<file path="src/rtl/pipe_chain_pkg.sv">
// pipe_chain_pkg: shared pipeline limits, default payload width and the
// occupancy counting helper used by the chain.
package pipe_chain_pkg;
    localparam int WIDTH_DEF  = 32;
    localparam int STAGES_DEF = 4;
    localparam int STAGES_MIN = 1;
    localparam int STAGES_MAX = 8;

    function automatic logic [3:0] count_valid(input logic [STAGES_MAX-1:0] v);
        logic [3:0] c;
        c = '0;
        for (int i = 0; i < STAGES_MAX; i++) c += {3'b0, v[i]};
        return c;
    endfunction
endpackage

</file>
<file path="src/rtl/pipe_chain_if.sv">
// pipe_chain_if: payload, stall/kill controls and status taps of the chain.
interface pipe_chain_if
    import pipe_chain_pkg::*;
#(
    parameter int WIDTH  = WIDTH_DEF,
    parameter int STAGES = STAGES_DEF
);
    logic                     in_valid;
    logic [WIDTH-1:0]         in_data;
    logic                     in_ready;
    logic [STAGES-1:0]        freeze;
    logic [STAGES-1:0]        flush;
    logic                     out_valid;
    logic [WIDTH-1:0]         out_data;
    logic [STAGES-1:0]        stage_valid;
    logic [WIDTH*STAGES-1:0]  stage_data;
    logic [3:0]               occupancy;
    logic [15:0]              bubble_cnt;

    modport master (
        output in_valid, in_data, freeze, flush,
        input  in_ready, out_valid, out_data, stage_valid, stage_data, occupancy, bubble_cnt
    );
    modport slave (
        input  in_valid, in_data, freeze, flush,
        output in_ready, out_valid, out_data, stage_valid, stage_data, occupancy, bubble_cnt
    );
endinterface

</file>
<file path="src/rtl/pipe_stage_reg.sv">
// pipe_stage_reg: one valid+data stage; flush beats hold, hold beats load,
// and a held upstream stage feeds a bubble instead of its contents.
module pipe_stage_reg #(
    parameter int               WIDTH   = 32,
    parameter logic [WIDTH-1:0] RST_VAL = '0
) (
    input  logic             clk,
    input  logic             rst,
    input  logic             flush_i,
    input  logic             hold_i,
    input  logic             up_hold_i,
    input  logic             up_valid_i,
    input  logic [WIDTH-1:0] up_data_i,
    output logic             valid_o,
    output logic [WIDTH-1:0] data_o
);
    logic             valid_q, valid_d;
    logic [WIDTH-1:0] data_q, data_d;

    always_comb begin
        valid_d = flush_i ? 1'b0 : hold_i ? valid_q : up_valid_i & ~up_hold_i;
        data_d  = flush_i ? RST_VAL : hold_i ? data_q : up_hold_i ? RST_VAL : up_data_i;
    end

    always_ff @(posedge clk) begin
        valid_q <= rst ? 1'b0 : valid_d;
        data_q  <= rst ? RST_VAL : data_d;
    end

    assign valid_o = valid_q;
    assign data_o  = data_q;
endmodule

</file>
<file path="src/rtl/pipe_chain.sv">
// pipe_chain: STAGES-deep register pipeline with per-stage freeze/flush,
// occupancy tap and a saturating output-bubble counter.
module pipe_chain
    import pipe_chain_pkg::*;
#(
    parameter int               WIDTH   = WIDTH_DEF,
    parameter int               STAGES  = STAGES_DEF,
    parameter logic [WIDTH-1:0] RST_VAL = '0
) (
    input logic         clk,
    input logic         rst,
    pipe_chain_if.slave bus
);
    if (STAGES < STAGES_MIN || STAGES > STAGES_MAX) begin : g_bad_stages
        $error("pipe_chain: STAGES out of range");
    end

    logic [STAGES-1:0]       hold;
    logic [STAGES-1:0]       stage_valid;
    logic [WIDTH*STAGES-1:0] stage_data;
    logic [15:0]             bubble_q, bubble_d;

    for (genvar k = 0; k < STAGES; k++) begin : g_stage
        logic             up_hold, up_valid;
        logic [WIDTH-1:0] up_data;
        // a stall anywhere downstream freezes this stage too
        assign hold[k] = |(bus.freeze >> k);
        if (k == 0) begin : g_head
            assign up_hold  = 1'b0;
            assign up_valid = bus.in_valid;
            assign up_data  = bus.in_data;
        end else begin : g_body
            assign up_hold  = hold[k-1];
            assign up_valid = stage_valid[k-1];
            assign up_data  = stage_data[(k-1)*WIDTH +: WIDTH];
        end
        pipe_stage_reg #(.WIDTH(WIDTH), .RST_VAL(RST_VAL)) u_reg (
            .clk        (clk),
            .rst        (rst),
            .flush_i    (bus.flush[k]),
            .hold_i     (hold[k]),
            .up_hold_i  (up_hold),
            .up_valid_i (up_valid),
            .up_data_i  (up_data),
            .valid_o    (stage_valid[k]),
            .data_o     (stage_data[k*WIDTH +: WIDTH])
        );
    end

    always_comb bubble_d = (!stage_valid[STAGES-1] && bubble_q != 16'hFFFF) ? bubble_q + 16'd1 : bubble_q;

    always_ff @(posedge clk) bubble_q <= rst ? '0 : bubble_d;

    assign bus.in_ready    = ~hold[0];
    assign bus.out_valid   = stage_valid[STAGES-1];
    assign bus.out_data    = stage_data[(STAGES-1)*WIDTH +: WIDTH];
    assign bus.stage_valid = stage_valid;
    assign bus.stage_data  = stage_data;
    assign bus.occupancy   = count_valid(STAGES_MAX'(stage_valid));
    assign bus.bubble_cnt  = bubble_q;
endmodule

</file>
<file path="src/flat_wrapper.sv">
// flat-port wrapper written by rule: the top's interface ports become plain ports
module pipe_chain_flat import pipe_chain_pkg::*;
#(
    parameter int               WIDTH   = WIDTH_DEF,
    parameter int               STAGES  = STAGES_DEF,
    parameter logic [WIDTH-1:0] RST_VAL = '0
)
  (clk, rst, bus_in_valid, bus_in_data, bus_freeze, bus_flush, bus_in_ready, bus_out_valid, bus_out_data, bus_stage_valid, bus_stage_data, bus_occupancy, bus_bubble_cnt);
  pipe_chain_if #(.WIDTH(WIDTH), .STAGES(STAGES)) bus_i ();
  input logic clk;
  input logic rst;
  input wire logic [$bits(bus_i.in_valid)-1:0] bus_in_valid;
  input wire logic [$bits(bus_i.in_data)-1:0] bus_in_data;
  input wire logic [$bits(bus_i.freeze)-1:0] bus_freeze;
  input wire logic [$bits(bus_i.flush)-1:0] bus_flush;
  output wire logic [$bits(bus_i.in_ready)-1:0] bus_in_ready;
  output wire logic [$bits(bus_i.out_valid)-1:0] bus_out_valid;
  output wire logic [$bits(bus_i.out_data)-1:0] bus_out_data;
  output wire logic [$bits(bus_i.stage_valid)-1:0] bus_stage_valid;
  output wire logic [$bits(bus_i.stage_data)-1:0] bus_stage_data;
  output wire logic [$bits(bus_i.occupancy)-1:0] bus_occupancy;
  output wire logic [$bits(bus_i.bubble_cnt)-1:0] bus_bubble_cnt;
  assign bus_i.in_valid = bus_in_valid;
  assign bus_i.in_data = bus_in_data;
  assign bus_i.freeze = bus_freeze;
  assign bus_i.flush = bus_flush;
  assign bus_in_ready = bus_i.in_ready;
  assign bus_out_valid = bus_i.out_valid;
  assign bus_out_data = bus_i.out_data;
  assign bus_stage_valid = bus_i.stage_valid;
  assign bus_stage_data = bus_i.stage_data;
  assign bus_occupancy = bus_i.occupancy;
  assign bus_bubble_cnt = bus_i.bubble_cnt;
  pipe_chain #(.WIDTH(WIDTH), .STAGES(STAGES), .RST_VAL(RST_VAL)) u_core (.clk(clk), .rst(rst), .bus(bus_i));
endmodule
</file>
<file path="config.mk">
export PLATFORM = sky130hd
export DESIGN_NAME = pipe_chain_flat
export DESIGN_NICKNAME = d
export VERILOG_FILES = /design/src/rtl/pipe_chain_pkg.sv /design/src/rtl/pipe_chain_if.sv /design/src/rtl/pipe_stage_reg.sv /design/src/rtl/pipe_chain.sv /design/src/flat_wrapper.sv
export SDC_FILE = /design/constraint.sdc
export NUM_CORES = 1
export LEC_CHECK = 0
export ABC_AREA = 1
export BUFFER_PORTS_ARGS = -buffer_cell sky130_fd_sc_hd__clkbuf_2
export CAP_MARGIN = 20
export CORE_AREA = 2 2 109 111
export DETAILED_ROUTE_END_ITERATION = 6
export DIE_AREA = 0 0 111 113
export GPL_ROUTABILITY_DRIVEN = 0
export PLACE_DENSITY = 0.82
export SYNTH_ARGS = -nofsm -noshare
export SYNTH_HDL_FRONTEND = slang
export SYNTH_SLANG_ARGS = --single-unit
export TNS_END_PERCENT = 30
</file>
<file path="constraint.sdc">
create_clock -name clk -period 2.5 [get_ports clk]
set_input_delay 0.25 -clock clk [delete_from_list [all_inputs] [get_ports clk]]
set_output_delay 0.25 -clock clk [all_outputs]
set_load 0.005 [all_outputs]
</file>
After elaboration in Yosys (flattened, before gate mapping)
Cells that the tools add are included.
{ "op_classes": {"n_addsub": 4, "eq_ne": 1, "n_mux": 3, "n_bitwise": 6, "reduce_logical": 9} }
{ "ops": {"columns": ["operator", "n"], "rows": [
  ["two-way mux 32 bit", 3],
  ["adder 16 x 1 -> 16 bit, second input constant", 1],
  ["!= test 16 bit, second input constant", 1],
  ["OR reduction 2 bit", 5],
  ["adder 4 x 1 -> 4 bit", 2],
  ["OR reduction 4 bit", 1],
  ["bitwise AND 1 bit", 3],
  ["inverter 1 bit", 3],
  ["OR reduction 3 bit", 1],
  ["adder 1 x 1 -> 2 bit", 1],
  ["logical AND 1 bit", 1],
  ["zero test 1 bit", 1]
]} }
{ "word_totals": {"register_bits": 148, "in_bits": 43, "output_inout_bits": 186, "elab_cells": 32} }

Depth between registers and ports, before layout
{ "logic_depth": {"word_depth": 3, "mapped_depth": 10, "depth_no_buf": 10} }

By module
A second synthesis with hierarchy kept.
{ "unflattened": {"hier_cells": 783, "hier_area_um2": 6172.2} }
{ "modules_own_cells": {"columns": ["mod", "n_inst", "cells_each", "area_each_um2", "seq_area_each_um2"], "rows": [
  ["pipe_stage_reg", 4, 145, 1219.9, 660.6],
  ["pipe_chain", 1, 203, 1292.5, 320.3]
]} }

Worst setup path before layout
Ideal clock, no wire load.
{ "synth_path": {"path_type": "register to output", "start": "register u_core.g_stage[1].u_reg.valid_q", "end": "output bus_occupancy[1]", "arrival_ns": 1.252, "t_required_ns": 2.250, "path_slack_ns": 0.998, "stages_incl_launch_ff": 4, "path_buffers": 0, "path_cell_list": "dfxtp_1 > ha_1 > fa_1 > ha_1"} }
{ "synth_via": {"elab_chain_len": 3} }
{ "synth_rtl": {"columns": ["element", "line", "rtl"], "rows": [
  ["start, declared", "pipe_stage_reg.sv:17", "logic valid_q, valid_d;"],
  ["start signal, assigned", "pipe_stage_reg.sv:26", "valid_q <= rst ? 1'b0 : valid_d;"],
  ["adder 1 x 1 -> 2 bit", "pipe_chain_pkg.sv:12", "for (int i = 0; i < STAGES_MAX; i++) c += {3'b0, v[i]};"],
  ["adder 4 x 1 -> 4 bit (2 in series)", "pipe_chain_pkg.sv:12", null],
  ["end, declared", "flat_wrapper.sv:21", "output wire logic [$bits(bus_i.occupancy)-1:0] bus_occupancy;"]
]} }
No other way between the ends.

Worst setup path in the final report
{ "layout_path": {"start": "register u_core.g_stage[0].u_reg.valid_q", "end": "output bus_occupancy[1]"} }
{ "layout_via": {"elab_chain_len": 3} }
{ "layout_rtl": {"columns": ["element", "line"], "rows": [
  ["start, declared", "pipe_stage_reg.sv:17"],
  ["start signal, assigned", "pipe_stage_reg.sv:26"],
  ["adder 1 x 1 -> 2 bit", "pipe_chain_pkg.sv:12"],
  ["adder 4 x 1 -> 4 bit (2 in series)", "pipe_chain_pkg.sv:12"]
]} }
No other way between the ends.

==> impl_metrics.json <==
{
  "yosysTopAreaCell": "dfxtp_1",
  "dpl.hpwl_um": 10700,
  "syn_avg_cell_area_sq_um": 7.57,
  "yosys-top-cells-area": "dfxtp_1, nand2_1, a21oi_1",
  "n_antenna_cell": 0,
  "dieWidth_um": 111,
  "fmax_mhz": 475,
  "wl_um": 14900,
  "worst-path-max-fanout": 4,
  "synth.top_cell.area_share": 0.508,
  "grt_util_all_layers": 0.235,
  "startpoint_type": "flip-flop",
  "ctsHtreeMaxLevel": 4,
  "coreArea_sq_um": 11300,
  "synthArstFlopShare": 0,
  "grt_pass1_vias": 4736,
  "cts-buffers-inserted": 17,
  "postLayoutCellArea_sq_um": 7260,
  "reg2reg_from": "u_core.bus.bubble_cnt[0]$_SDFFE_PP0P_",
  "placed_area_sq_um": 6690,
  "ys_warn_count": 0,
  "dr.pass1.iters": 5,
  "portBuffers": 227,
  "synth_edf_count": 0,
  "wl_per_cell_um": 13.6,
  "critPathRequiredTime_ps": 2250,
  "nNetsFinal": 987,
  "hold_viol_final": 0,
  "final_max_slew_viol_count": 0,
  "rows": 39,
  "area_growth_syn_to_layout_pct": 24.6,
  "antenna_found_initial": 0,
  "die_height_um": 113,
  "rr_endpoint": "u_core.bus.bubble_cnt[9]$_SDFFE_PP0P_",
  "hold_class": "input pin to flip-flop",
  "grt_pass1_wl_um": 23800,
  "final_common_cell": "nand2_1",
  "cp_data_arrival_time_ps": 1850,
  "path_class": "flip-flop to output pin",
  "clk_path_buf_depth": 2,
  "ys_ff_latch": 148,
  "worstHoldPathCells": 3,
  "cts_sinks": 148,
  "grt-ovfl-total": 0,
  "insertion_delay_ps": 410,
  "cts-resized-gates": 0,
  "synth_nets": 817,
  "final.setup_skew_ps": 5.71,
  "fin_crit_sh": 0.842,
  "irDropWorstVdd_uv": 480,
  "clk_pin_slew_ps": 60,
  "period_needed_ps": 2100,
  "tritoncts": "built",
  "initial_utilization": 0.517,
  "regToRegSetupSlack_ps": 900,
  "viasPerCell": 4.92,
  "grt_max_degree": 45,
  "postCtsSetupBuffers": 0,
  "synth_cells": 770,
  "dp_slack_ps": 667,
  "ios": 229,
  "r2r_cells": 8,
  "cap_violations": 0,
  "drtIter0Drc": 392,
  "finalSetupViolCount": 0,
  "end_kind": "output pin",
  "dominantRegCellSynth": "dfxtp_1",
  "root_buffer": "clkbuf_16",
  "worst_pin_slew_ps": 666,
  "powerDensity_nw_per_um2": 683,
  "p_leak_nw": 3.03,
  "fillCellCount": 998,
  "cts_hold_buf": 0,
  "layout_common_cells": "nand2_1, clkbuf_2, dfxtp_1, a21oi_1, nor2_1",
  "layout-drive-gt1-share": 0.295,
  "rsz0062_at_grt": "no",
  "fin_setup_tns_ps": 0,
  "instances_no_fill": 1096,
  "ant_nets": 0,
  "holdPathEnd": "u_core.g_stage[0].u_reg.data_o[26]$_SDFFE_PP0P_",
  "fin_ws_ps": 396,
  "drc": 0,
  "vias": 5387,
  "min-delay-start": "bus_in_data[26]",
  "relSlewSlack": 0.556,
  "die-area_sq_um": 12500,
  "seq_area_frac_synth": 0.508,
  "syn_area_sq_um": 5830,
  "status": "finished, final reports clean",
  "numPlacedInstances": 1064,
  "synth_cell_types": 25
}
-- area by class of cell --
class,count,area [sq um],area share
clock buffers,20,467,0.0643
repair buffers,231,1180,0.162
multi-input cells,524,2300,0.317
clock inverters,12,104,0.0143
inverters,18,67.6,0.00931
flip-flops and latches,148,2960,0.408
well taps,143,179,0.0246
-- logic make-up after synthesis --
logic type,share of synthesized area
AOI/OAI and AO/OA,0.124
other,0.000643
DFF,0.508
buffers and inverters,0.0966
and+or+nand+nor,0.253
adders and majority gates,0.00988
xor gates and xnor gates,0.00751
-- worst max-delay path by stage --
| stage | start | end | slack [ps] |
|---|---|---|---|
| finish | u_core.g_stage[0].u_reg.valid_o$_SDFFE_PP0P_ | bus_occupancy[1] | 400 |
| global route | u_core.g_stage[0].u_reg.valid_o$_SDFFE_PP0P_ | bus_occupancy[1] | 330 |
| CTS | u_core.g_stage[0].u_reg.valid_o$_SDFFE_PP0P_ | bus_occupancy[1] | 380 |
| detailed placement | bus_freeze[1] | u_core.g_stage[1].u_reg.data_o[11]$_SDFFE_PP0N_ | 670 |
| global placement | bus_freeze[3] | u_core.g_stage[1].u_reg.data_o[7]$_SDFFE_PP0N_ | 750 |
| floorplan | u_core.g_stage[1].u_reg.valid_o$_SDFFE_PP0N_ | bus_occupancy[1] | 1000 |
-- per-stage QoR --
stage          power (mW)  hold slack [ps]  utilization
4_1_cts              4.99             48.9        0.644
6_report             4.96             60.3        0.644
2_1_floorplan        2.54              319            -
3_5_place_dp         2.59              467        0.594
3_3_place_gp         2.59              462        0.594
5_1_grt              5.13             45.9        0.644
-- power breakdown --
part	switching (mW)	internal, mW	total, mW
combinational	0.117	0.0518	0.168
clock	0.970	1.45	2.42
sequential	0.00824	2.37	2.38
total	1.09	3.86	4.96
-- sequential cells by signal (all words and copies together) (netlist names) --
signal and cells:
u_core.g_stage.u_reg.data_o 128, u_core.bus.bubble_cnt 16, u_core.g_stage.u_reg.valid_o 4
-- synth_stat cells, types with 4 or more instances --
cell type and number:
buf_1 5, inv_2 4, nand2_1 302, inv_1 14
clkbuf_1 23, nor2_1 43, buf_2 6, buf_4 42
nand3_1 9, buf_6 4, or2_2 4, o21ai_0 4
dfxtp_1 148, a21oi_1 139, nor2_2 4, xor2_1 5
-- worst max-delay path, cell delays in order (launching register included) --
cell and delay, ps:
dfxtp_1 420, ha_1 280, fa_1 370, ha_1 270, clkbuf_2 110
-- per-layer routing --
metal / vias up / routed length, um / track usage
met5: - / 0 / 0
met4: 0 / 267 / 0.0750
met3: 21 / 884 / 0.0670
met2: 194 / 7090 / 0.373
met1: 2432 / 6700 / 0.313
li1: 2740 / - / -
(Power assumes the default switching activity.)
